==> src/rtl/memwb_writeback.sv <==
// MEM/WB pipeline register with load extraction and register-file writeback select.
// Optional retirement counter enabled by defining WB_RETIRE_CNT_EN.
module memwb_writeback #(
  parameter int DW = 32,
  parameter int AW = 5
) (
  input  logic          clock,
  input  logic          reset,
  input  logic          stall,
  input  logic          flush,
  input  logic          mem_valid,
  input  logic          mem_regwrite,
  input  logic          mem_memtoreg,
  input  logic [AW-1:0] mem_waddr,
  input  logic [DW-1:0] mem_alu_result,
  input  logic [DW-1:0] mem_rdata,
  input  logic [1:0]    mem_ld_size,
  input  logic          mem_ld_unsigned,
  output logic          wen,
  output logic [AW-1:0] waddr,
  output logic [DW-1:0] win,
  output logic          fwd_valid,
  output logic [AW-1:0] fwd_waddr,
  output logic [DW-1:0] fwd_data,
  output logic          wb_misalign
`ifdef WB_RETIRE_CNT_EN
  ,
  output logic [31:0]   retire_cnt
`endif
);

  typedef struct packed {
    logic          valid;
    logic          regwrite;
    logic          memtoreg;
    logic [AW-1:0] waddr;
    logic [DW-1:0] alu_result;
    logic [DW-1:0] rdata;
    logic [1:0]    ld_size;
    logic          ld_unsigned;
  } wb_reg_t;

  localparam logic [1:0] SZ_WORD = 2'b00;
  localparam logic [1:0] SZ_HALF = 2'b01;
  localparam logic [1:0] SZ_BYTE = 2'b10;

  wb_reg_t wb_q, wb_d, mem_in;

  // NOTE: every always_comb output gets a default first so no path leaves it unassigned (no latch).
  always_comb begin
    mem_in.valid       = mem_valid;
    mem_in.regwrite    = mem_regwrite;
    mem_in.memtoreg    = mem_memtoreg;
    mem_in.waddr       = mem_waddr;
    mem_in.alu_result  = mem_alu_result;
    mem_in.rdata       = mem_rdata;
    mem_in.ld_size     = mem_ld_size;
    mem_in.ld_unsigned = mem_ld_unsigned;

    wb_d = wb_q;
    if (flush) begin
      wb_d       = mem_in;
      wb_d.valid = 1'b0;
    end else if (!stall) begin
      wb_d = mem_in;
    end
  end

  // NOTE: the payload fields are reset too, so every output reads zero after reset, not just wen.
  always_ff @(posedge clock) begin
    if (reset) begin
      wb_q <= '0;
    end else begin
      // NOTE: state registers use non-blocking assignment so all flops update together.
      wb_q <= wb_d;
    end
  end

  logic [7:0]    byte_sel;
  logic [15:0]   half_sel;
  logic [DW-1:0] load_data;
  logic          misal;
  logic          wen_int;
  logic [DW-1:0] win_int;

  // Big-endian lanes: offset 0 is the most significant byte.
  always_comb begin
    case (wb_q.alu_result[1:0])
      2'd0:    byte_sel = wb_q.rdata[31:24];
      2'd1:    byte_sel = wb_q.rdata[23:16];
      2'd2:    byte_sel = wb_q.rdata[15:8];
      default: byte_sel = wb_q.rdata[7:0];
    endcase
    half_sel = wb_q.alu_result[1] ? wb_q.rdata[15:0] : wb_q.rdata[31:16];

    case (wb_q.ld_size)
      SZ_HALF: load_data = {{(DW-16){~wb_q.ld_unsigned & half_sel[15]}}, half_sel};
      SZ_BYTE: load_data = {{(DW-8){~wb_q.ld_unsigned & byte_sel[7]}}, byte_sel};
      default: load_data = wb_q.rdata;
    endcase

    misal = 1'b0;
    if (wb_q.valid && wb_q.memtoreg) begin
      case (wb_q.ld_size)
        SZ_WORD: misal = (wb_q.alu_result[1:0] != 2'b00);
        SZ_HALF: misal = wb_q.alu_result[0];
        SZ_BYTE: misal = 1'b0;
        default: misal = 1'b1;
      endcase
    end
  end

  assign win_int = wb_q.memtoreg ? load_data : wb_q.alu_result;
  assign wen_int = wb_q.valid & wb_q.regwrite & ~misal & (wb_q.waddr != '0);

  assign wen         = wen_int;
  assign waddr       = wb_q.waddr;
  assign win         = win_int;
  assign fwd_valid   = wen_int;
  assign fwd_waddr   = wb_q.waddr;
  assign fwd_data    = win_int;
  assign wb_misalign = misal;

`ifdef WB_RETIRE_CNT_EN
  logic [31:0] retire_cnt_q, retire_cnt_d;
  logic        retire_evt;

  // An instruction retires on the edge it leaves WB, so a stalled one counts once.
  assign retire_evt   = wb_q.valid & ~misal & ~stall;
  assign retire_cnt_d = retire_evt ? retire_cnt_q + 32'd1 : retire_cnt_q;

  always_ff @(posedge clock) begin
    if (reset) begin
      retire_cnt_q <= '0;
    end else begin
      retire_cnt_q <= retire_cnt_d;
    end
  end

  assign retire_cnt = retire_cnt_q;
`endif

endmodule
==> config.mk <==
export PLATFORM = sky130hd
export DESIGN_NAME = memwb_writeback
export DESIGN_NICKNAME = d
export VERILOG_FILES = /design/src/rtl/memwb_writeback.sv
export SDC_FILE = /design/constraint.sdc
export NUM_CORES = 1
export LEC_CHECK = 0
export ABC_AREA = 1
export ABC_CLOCK_PERIOD_IN_PS = 1900
export BUFFER_PORTS_ARGS = -buffer_cell sky130_fd_sc_hd__buf_2
export CORE_ASPECT_RATIO = 1.75
export CORE_MARGIN = 3
export CORE_UTILIZATION = 49
export DETAILED_ROUTE_END_ITERATION = 10
export PLACE_DENSITY = 0.8
export SYNTH_ARGS = -nofsm -noshare
export SYNTH_HDL_FRONTEND = slang
export SYNTH_SLANG_ARGS = --single-unit
==> constraint.sdc <==
create_clock -name clock -period 1.9 [get_ports clock]
set_input_delay 0.19 -clock clock [delete_from_list [all_inputs] [get_ports clock]]
set_output_delay 0.19 -clock clock [all_outputs]
set_load 0.02 [all_outputs]
==> results of run 1 <==
[metrics by stage]
stage          std cells  setup slack [ns]
2_1_floorplan        597          -0.05273
3_3_place_gp         777           0.07492
3_5_place_dp         777           0.02465
4_1_cts              804           -0.1458
5_1_grt              807           -0.2370
6_report             807           -0.1568
[registers in the layout (all words and copies together) (netlist names)]
register   cells
fwd_waddr      5
wb_q          70
[synth_stat cells, types with 2 or more instances]
cell type / number / area share [%]
a21oi_2: 10 / 2.2
buf_2: 6 / 0.75
dfxtp_1: 75 / 38
nor2_1: 61 / 5.7
buf_4: 44 / 8.3
o21ai_1: 3 / 0.38
or2_2: 3 / 0.47
clkbuf_1: 28 / 2.6
inv_2: 4 / 0.38
nand4_1: 2 / 0.31
o21ai_0: 12 / 1.5
a211oi_1: 15 / 2.8
nand2_1: 191 / 18
a21oi_1: 96 / 12
ha_1: 4 / 1.3
inv_1: 17 / 1.6
o22ai_1: 5 / 0.78
nand3_1: 9 / 1.1
buf_6: 2 / 0.56
[worst paths after layout]
| path | startpoint | endpoint | cells past startpoint |
|---|---|---|---|
| setup / recovery | wb_q[2] | fwd_data[30] | 8 |
| hold / removal | flush | wb_q[74] | 2 |
| setup reg to reg | wb_q[72] | wb_q[72] | 3 |
| hold reg to reg | wb_q[40] | wb_q[40] | 2 |
[area by class of cell]
class | count | area share, %
Sequential cell | 75 | 26.00
Multi-Input combinational cell | 421 | 41.47
Clock inverter | 7 | 1.184
Inverter | 21 | 1.571
Timing Repair Buffer | 184 | 23.97
Clock buffer | 9 | 3.873
Tap cell | 90 | 1.937
[layer usage]
metal / wire length (um) / track usage, %
met5: 0 / 0
met4: 636 / 16.98
met3: 785 / 3.379
met2: 7733 / 52.20
met1: 4761 / 30.84
[repair_timing]
item / in CTS / in global routing
setup endpoints to repair: 67 / 67
pin swaps: 19 / 17
gates resized for setup: 157 / 78
cloned: 1 / 0
endpoints found under the hold margin: 0 / 0
buffers inserted: 10 / 3
[worst register-to-register path, cell delays in order, from the launching register on]
cell      delay [ns]
dfxtp_1         0.34
inv_2           0.04
buf_4           0.21
a211oi_1        0.24
[cells by family (layout without fill, tap and decap cells)]
logic type	after synthesis	in the layout	share of synthesized area, %
buffers and inverters	102	221	14.26
AO/OA/AOI/OAI	144	144	20.24
flip-flops	75	75	37.54
AND/OR/NAND/NOR	272	273	26.71
adder cells (fa/ha/maj)	4	4	1.251
[power groups by stage]
stage	Combinational, mW	Clock (mW)	Sequential [mW]
3_3_place_gp	1.09	0	1.78
3_5_place_dp	1.10	0	1.78
2_1_floorplan	0.836	0	1.75
5_1_grt	1.65	1.75	1.77
6_report	1.54	1.67	1.76
4_1_cts	1.38	1.69	1.75
[cells in the final DEF (no fill, tap or decap), types with 2 or more instances in the layout]
master	instances
a211oi_1	14
a21oi_1	74
a21oi_2	17
a21oi_4	15
buf_12	4
buf_2	93
buf_4	36
buf_6	50
clkbuf_16	9
clkinv_2	3
clkinvlp_4	2
dfxtp_1	71
dfxtp_2	2
dfxtp_4	2
ha_4	3
inv_1	10
inv_2	6
inv_4	5
nand2_1	168
nand2_2	19
nand2_4	3
nand2_8	4
nand3_1	5
nand3_2	3
nand4_1	2
nor2_1	55
nor2_2	4
nor2_4	3
o21ai_0	2
o21ai_1	5
o21ai_2	9
o22ai_1	2
o22ai_2	3
or2_2	3
==> results.ini, run 1 <==
[critical_path]
crit_path_max_fanout=8
critPathMaxStageDelay_ns=0.38
required_ns=1.71
cp_cell_sequence=inv_4 -> ha_4 -> inv_4 -> nor2_4 -> buf_12 -> nand2_8 -> a21oi_2 -> buf_4
crit_path_top_delay_cell=dfxtp_4
cpMostUsedCell=inv_4
end_kind=output port
start_kind=register
r2r_slack_ns=0.98
crit_type=reg2out
arrival_ns=1.87
crit_buf_inv=4
critPathTopFamily=buffers and inverters

[sta]
fmax_ghz=0.4862
min_period_ns=2.057
worst_slack_ns=-0.1568
hold_viol=0
clock_skew_ns=0
max_slew_margin_pct=33.22
report.final.setup_viol=66
worst_pin_slew_ns=1.002
slew_violations=0
tns_ns=-6.327
post-route-period-util_pct=108.3
grt_setup_unrepaired=true
hold-worst-slack_ns=0.06169

[pwr]
swShare_pct=32.91
p_int_mw=3.337
p_clk_share_pct=33.6
seqPwrFrac_pct=35.4
p_leak_nw=2.622
p_per_area_nw_per_um2=855.4
ir_drop_mv=0.6941
power_frac_comb_pct=31.0
switching_power_mw=1.637
power_mw=4.973

[status]
violations=negative setup slack
outcome=finished with violations

[floorplanning]
die_width_um=74.30
fp.dieH_um=125.5
rows=43
start_util_pct=50.24
core_area_um2=7963
ioPinCount=156
die_area_um2=9327

[synth]
synth-main-ff-cell=dfxtp_1
synth.net_count=680
syn_area_per_cell_um2=6.700
ys_types=29
synth-async-reset-ratio_pct=0
synth-seq-cells=75
syn_area_um2=4000
synth_edf_count=0
yosysSeqAreaShare_pct=37.54
yosys_warnings=0
synthCells=597

[final_layout]
final_layout_size_suffix_gt1_share_pct=42.40
fin_util_pct=73.02
antenna_cells=0
syn_to_final_growth_pct=45.36
multiInputGateArea_um2=2411
layout.nets=795
n_fill_cell=596
ff_latch_area_um2=1511
stdcell_area_um2=5814

[flow_run]
cap_violations=0

[place]
post_dp_cell_area_um2=4576
gp_congestion=0.9623
port_buffers=155
hpwlAfterDp_um=9050

[cts]
cts_sinks=75
clk_latency_ns=0.33
cts-hold-fix-buffers=0
numCtsBuffers=9
cts.path.max_buffers=2
cts_max_level=3
cts_tree=done
cts_root_buffer=clkbuf_16
clk_pin_slew_ns=0.06

[drt]
drt-pass1-iter-count=7
drc_errors=0
drt-total-wl_um=13920
vias=4444
ant_nets=0
first_iter_violations=310
routedWlPerCell_um=17.25
post_drt_via_cell_ratio=5.507

[min_path]
worstHoldPathType=in2reg

[grt]
grt_first_pass_wirelength_um=20510
gr-total-overflow=0
first_global_vias=4270
track_usage_pct=28.96
antenna_found_initial=0
grt_max_degree=89

No activity file was read; power rests on OpenSTA's default activity.
==> run 2: changes to the inputs <==
Settings changed: PLACE_DENSITY 0.8 to 0.78.
==> run 2 against run 1 <==
  * The run still ends with negative setup slack left
  * Sequential cell count is the same
  * Sequential power barely moved
  * Register-to-register slack got worse by 0.16 ns
  * Cell area rose by 2.8%
  * Non-clock buffer count is 6 higher
  * Clock power is 8% lower
  * Via count grew 1.2%
  * Fmax is 0.62% lower
  * First-iteration DRC count is 0.32% lower
  * Combinational power increased by 5%
  * Critical path type unchanged
  * Largest power group unchanged
==> results.ini, run 2 (synthesis gave the netlist of run 1 again) <==
[pwr]
p_leak_nw=2.651  ; was 2.622 nW
ir_drop_mv=0.6421  ; was 0.6941 mV
p_int_mw=3.298  ; was 3.337 mW
power_frac_comb_pct=33.0  ; was 31.0%
seqPwrFrac_pct=35.9  ; was 35.4%
swShare_pct=32.96  ; was 32.91%
p_clk_share_pct=31.1  ; was 33.6%
switching_power_mw=1.622  ; was 1.637 mW
p_per_area_nw_per_um2=823.5  ; was 855.4 nW/um^2

[sta]
post-route-period-util_pct=108.9  ; was 108.3%
hold_viol=0  ; unchanged
grt_setup_unrepaired=true  ; unchanged
hold-worst-slack_ns=0.06795  ; was 0.06169 ns
worst_pin_slew_ns=0.4465  ; was 1.002 ns
worst_slack_ns=-0.1697  ; was -0.1568 ns
tns_ns=-6.690  ; was -6.327 ns
max_slew_margin_pct=69.92  ; was 33.22%
min_period_ns=2.070  ; was 2.057 ns
clock_skew_ns=0  ; unchanged
slew_violations=0  ; unchanged
fmax_ghz=0.4832  ; was 0.4862 GHz
report.final.setup_viol=64  ; was 66

[critical_path]
r2r_end=wb_q[35]  ; was wb_q[72]
required_ns=1.71  ; about the same
r2r_start=wb_q[35]  ; was wb_q[72]
ff2ff_path_depth=2  ; was 3
cpMostUsedCell=nand2_2  ; was inv_4
crit_path_top_delay_cell=dfxtp_4  ; unchanged
critPathTopFamily=simple AND/OR/NAND/NOR gates  ; was buffers and inverters
start_kind=register  ; unchanged
crit_buf_inv=2  ; was 4
end_kind=output port  ; unchanged
arrival_ns=1.88  ; was 1.87 ns
crit_path_max_fanout=8  ; unchanged
critPathMaxStageDelay_ns=0.38  ; about the same
r2r_slack_ns=0.82  ; was 0.98 ns
crit_type=reg2out  ; unchanged
cp_cell_sequence=buf_8 -> nor2_4 -> nand2_2 -> nand3_2 -> nand2_2 -> nand2_4 -> nand2_8 -> a21oi_4 -> buf_4  ; was inv_4 -> ha_4 -> inv_4 -> nor2_4 -> buf_12 -> nand2_8 -> a21oi_2 -> buf_4

[drt]
first_iter_violations=309  ; was 310
drt-total-wl_um=14320  ; was 13920 um
drt-pass1-iter-count=6  ; was 7
vias=4496  ; was 4444
drc_errors=0  ; unchanged
routedWlPerCell_um=17.70  ; was 17.25 um
post_drt_via_cell_ratio=5.557  ; was 5.507
ant_nets=0  ; unchanged

[place]
post_dp_cell_area_um2=4586  ; was 4576 um^2
hpwlAfterDp_um=9048  ; was 9050 um
port_buffers=155  ; unchanged
gp_congestion=0.9531  ; was 0.9623

[grt]
track_usage_pct=28.85  ; was 28.96%
first_global_vias=4177  ; was 4270
gr-usage-met1_pct=31.30  ; was 30.84%
gr-total-overflow=0  ; unchanged
grt_max_degree=89  ; unchanged
antenna_found_initial=0  ; unchanged
top_usage_layer=met2  ; unchanged
grt_first_pass_wirelength_um=20590  ; was 20510 um
grt_use_met3_pct=4.425  ; was 3.379%
grt_use_met2_pct=51.73  ; was 52.20%

[floorplanning]
ioPinCount=156  ; unchanged
rows=43  ; unchanged
fp.dieH_um=125.5  ; unchanged
die_area_um2=9327  ; unchanged
core_area_um2=7963  ; unchanged
start_util_pct=50.24  ; unchanged
die_width_um=74.30  ; unchanged

[cts]
clk_latency_ns=0.34  ; was 0.33 ns
cts_max_level=3  ; unchanged
cts_tree=done  ; unchanged
clk_pin_slew_ns=0.05  ; was 0.06 ns
cts.path.max_buffers=2  ; unchanged
cts_root_buffer=clkbuf_16  ; unchanged
cts_sinks=75  ; unchanged
numCtsBuffers=9  ; unchanged
cts-hold-fix-buffers=0  ; unchanged

[min_path]
min_to=wb_q[74]  ; unchanged
hp-start=flush  ; unchanged
min_path_cells=2  ; unchanged
worstHoldPathType=in2reg  ; unchanged

[status]
violations=negative setup slack  ; unchanged
outcome=finished with violations  ; unchanged

[final_layout]
final_common_cell=nand2_1  ; unchanged
largest_reg_flops=70  ; unchanged
stdcell_area_um2=5974  ; was 5814 um^2
syn_to_final_growth_pct=49.36  ; was 45.36%
antenna_cells=0  ; unchanged
layout.nets=801  ; was 795
top_register=wb_q  ; unchanged
final_cell_mix=nand2_1, buf_2, dfxtp_1  ; was nand2_1, buf_2, a21oi_1
final_layout_size_suffix_gt1_share_pct=45.62  ; was 42.40%
n_fill_cell=600  ; was 596

[flow_run]
cap_violations=0  ; unchanged

==> run 2: worst max path at each step <==
stage                     startpoint           end  cells past startpoint
final                       wb_q[36]       win[16]                      9
after global routing         wb_q[2]       win[16]                      8
after CTS                    wb_q[2]  fwd_data[23]                      8
after detailed placement     wb_q[1]   fwd_data[2]                      9
after global placement       wb_q[1]   fwd_data[2]                      9
after floorplan              wb_q[1]       win[21]                      8
==> run 2: worst reg2reg max path: cells and delay by family, from the launching register on <==
family / cells / cell delay, ns
flops: 1 / 0.47
compound gates: 1 / 0.33
buf+inv: 1 / 0.17
==> run 2: layout make-up <==
class | instances | area [um^2] | area share (%)
multi-input cells | 421 | 2491 | 41.70
flip-flops and latches | 75 | 1514 | 25.34
well taps | 90 | 112.6 | 1.885
repair buffers | 190 | 1506 | 25.21
inverters | 21 | 93.84 | 1.571
clock buffers | 12 | 256.5 | 4.293
==> run 2: what timing repair did <==
action,CTS,global route
buffers inserted,6,14
gates resized for setup,161,116
pin swaps,14,41
gates cloned,1,1
endpoints found under the setup margin,65,64
==> run 2: metal layers <==
layer | vias up | part of all wire, %
li1 | 2136 | -
met1 | 2118 | 35
met2 | 191 | 55
met3 | 51 | 4.9
met4 | 0 | 4.7
met5 | - | 0
==> run 2: power groups by stage <==
stage                     Combinational [mW]  Clock (mW)  Sequential (mW)
after floorplan                        0.836           0             1.75
after global placement                  1.09           0             1.78
after detailed placement                1.10           0             1.78
after CTS                               1.38        1.54             1.76
after global routing                    1.73        1.61             1.78
final                                   1.62        1.53             1.77
==> run 2: through the flow <==
stage               cells  utilization [%]  power, mW  setup WS [ns]
finish                809            75.03      4.920        -0.1697
global route          809            75.03      5.107        -0.2144
CTS                   794            68.70      4.676        -0.1141
detailed placement    775            57.59      2.885       -0.03151
global placement      775            57.59      2.870       -0.02055
floorplan             597                -      2.591       -0.05273
==> run 3: changes to the inputs <==
Settings changed: CORE_UTILIZATION 49 to 30, PLACE_DENSITY 0.78 to 0.52.
==> run 3 against run 2 <==
  * The run still ends with negative setup slack left
  * Final cell count is 10% higher
  * Non-clock buffer count is 3 lower
  * Critical path depth is 1 lower
  * Sequential cell count stayed put
  * First-iteration DRC count is 46% lower
  * Combinational power is 7% lower
  * Core utilization is 30 points lower
  * Largest power group is now clock
  * Clock skew stayed put
==> results.ini, run 3 (synthesis gave the netlist of run 1 again) <==
[grt]
grt_max_degree=76  ; was 89
track_usage_pct=18.67  ; was 28.85%
grt_first_pass_wirelength_um=21670  ; was 20590 um
first_global_vias=4146  ; was 4177
gr-total-overflow=0  ; unchanged
antenna_found_initial=0  ; unchanged

[critical_path]
start_kind=register  ; unchanged
arrival_ns=1.85  ; was 1.88 ns
cp_cell_sequence=inv_4 -> ha_4 -> inv_6 -> nor2_4 -> buf_12 -> nand2_8 -> a21oi_4 -> buf_6  ; was buf_8 -> nor2_4 -> nand2_2 -> nand3_2 -> nand2_2 -> nand2_4 -> nand2_8 -> a21oi_4 -> buf_4
required_ns=1.71  ; about the same
critPathMaxStageDelay_ns=0.35  ; was 0.38 ns
crit_type=reg2out  ; unchanged
end_kind=output port  ; unchanged
crit_path_max_fanout=8  ; unchanged
crit_path_top_delay_cell=dfxtp_2  ; was dfxtp_4

[floorplanning]
start_util_pct=30.76  ; was 50.24%
core_area_um2=13010  ; was 7963 um^2
fp.dieH_um=158.8  ; was 125.5 um
ioPinCount=156  ; unchanged
die_area_um2=14810  ; was 9327 um^2
rows=55  ; was 43
die_width_um=93.29  ; was 74.30 um

[cts]
cts_max_level=3  ; unchanged
clk_latency_ns=0.33  ; was 0.34 ns
numCtsBuffers=9  ; unchanged
cts-hold-fix-buffers=0  ; unchanged
clk_pin_slew_ns=0.06  ; was 0.05 ns
cts_root_buffer=clkbuf_16  ; unchanged
cts.path.max_buffers=2  ; unchanged
cts_tree=done  ; unchanged
cts_sinks=75  ; unchanged

[sta]
post-route-period-util_pct=107.4  ; was 108.9%
worst_slack_ns=-0.1405  ; was -0.1697 ns
slew_violations=0  ; unchanged
min_period_ns=2.040  ; was 2.070 ns
worst_pin_slew_ns=0.4331  ; was 0.4465 ns
report.final.setup_viol=59  ; was 64
max_slew_margin_pct=71.12  ; was 69.92%
grt_setup_unrepaired=true  ; unchanged
clock_skew_ns=0  ; unchanged
fmax_ghz=0.4901  ; was 0.4832 GHz
hold_viol=0  ; unchanged

[drt]
routedWlPerCell_um=15.93  ; was 17.70 um
post_drt_via_cell_ratio=4.756  ; was 5.557
ant_nets=0  ; unchanged
vias=4238  ; was 4496
drt-pass1-iter-count=4  ; was 6
drc_errors=0  ; unchanged
first_iter_violations=167  ; was 309
drt-total-wl_um=14200  ; was 14320 um

[final_layout]
final_cell_mix=nand2_1, buf_2, a21oi_1  ; was nand2_1, buf_2, dfxtp_1
final_layout_size_suffix_gt1_share_pct=41.94  ; was 45.62%
layout.nets=798  ; was 801
antenna_cells=0  ; unchanged
layout.cells.non_filler=891  ; was 809
n_fill_cell=1343  ; was 600
top_register=wb_q  ; unchanged
largest_reg_flops=70  ; unchanged
stdcell_area_um2=5916  ; was 5974 um^2
final_common_cell=nand2_1  ; unchanged
syn_to_final_growth_pct=47.89  ; was 49.36%

[place]
hpwlAfterDp_um=9957  ; was 9048 um
gp_congestion=0.8693  ; was 0.9531
port_buffers=155  ; unchanged
dp.cells=868  ; was 775
post_dp_cell_area_um2=4777  ; was 4586 um^2

[pwr]
ir_drop_mv=0.4386  ; was 0.6421 mV
p_per_area_nw_per_um2=865.6  ; was 823.5 nW/um^2
p_leak_nw=2.643  ; was 2.651 nW

[flow_run]
cap_violations=0  ; unchanged

[status]
violations=negative setup slack  ; unchanged
outcome=finished with violations  ; unchanged

[min_path]
worstHoldPathType=in2reg  ; unchanged

[run 3: final timing paths]
kind | start | end | slack (ns) | cells after the start
max reg2reg | wb_q[72] | wb_q[72] | 0.87 | 3
min | flush | wb_q[74] | 0.08 | 2
max | wb_q[1] | fwd_data[16] | -0.14 | 8
min reg2reg | wb_q[45] | wb_q[45] | 0.46 | 2
[run 3: timing repair]
action | in CTS | in global routing
cloned | 1 | 1
buffers inserted | 3 | 3
resized for setup | 141 | 80
setup endpoints to repair | 66 | 66
pin swaps | 17 | 25
[run 3: through the flow]
| stage | total power, mW | utilization (%) | setup TNS (ns) | hold slack, ns | setup slack (ns) |
|---|---|---|---|---|---|
| 2_1_floorplan | 2.591 | - | -0.5595 | 0.2683 | -0.05273 |
| 3_3_place_gp | 2.936 | 36.73 | 0 | 0.4262 | 0.08430 |
| 3_5_place_dp | 2.935 | 36.73 | 0 | 0.4291 | 0.02644 |
| 4_1_cts | 5.032 | 43.27 | -5.712 | 0.06982 | -0.1539 |
| 5_1_grt | 5.350 | 45.48 | -10.30 | 0.08137 | -0.2297 |
| 6_report | 5.120 | 45.48 | -5.315 | 0.07655 | -0.1405 |
[run 3: report_power, final]
group	internal, mW	leakage, nW	switching (mW)
registers	1.68	0.624	0.0821
logic	0.648	1.86	0.864
clock network	1.16	0.154	0.690
[run 3: area by class of cell]
type	instances	area, um^2	share of cell area (%)
sequential	75	1509	25.51
inverter	21	98.84	1.671
tap	171	214.0	3.617
timing repair buffer	187	1428	24.13
multi-input combinational	421	2347	39.68
clock buffer	11	232.7	3.934
clock inverter	5	86.33	1.459
[run 3: metal layers]
layer  GRT usage [%]  share of wire [%]  vias up
li1                -                  -     2135
met1           21.17                 39     1975
met5               0                  0        -
met4           6.071                1.4        0
met3           2.512                4.1       15
met2           34.83                 55      113
[run 3: worst max-delay path, delay by kind of cell (launching register included)]
family,cells,cell delay [ns]
adder cells (fa/ha/maj),1,0.31
flip-flops,1,0.35
buffers and inverters,4,0.40
AND/OR/NAND/NOR,2,0.27
AO/OA/AOI/OAI,1,0.18
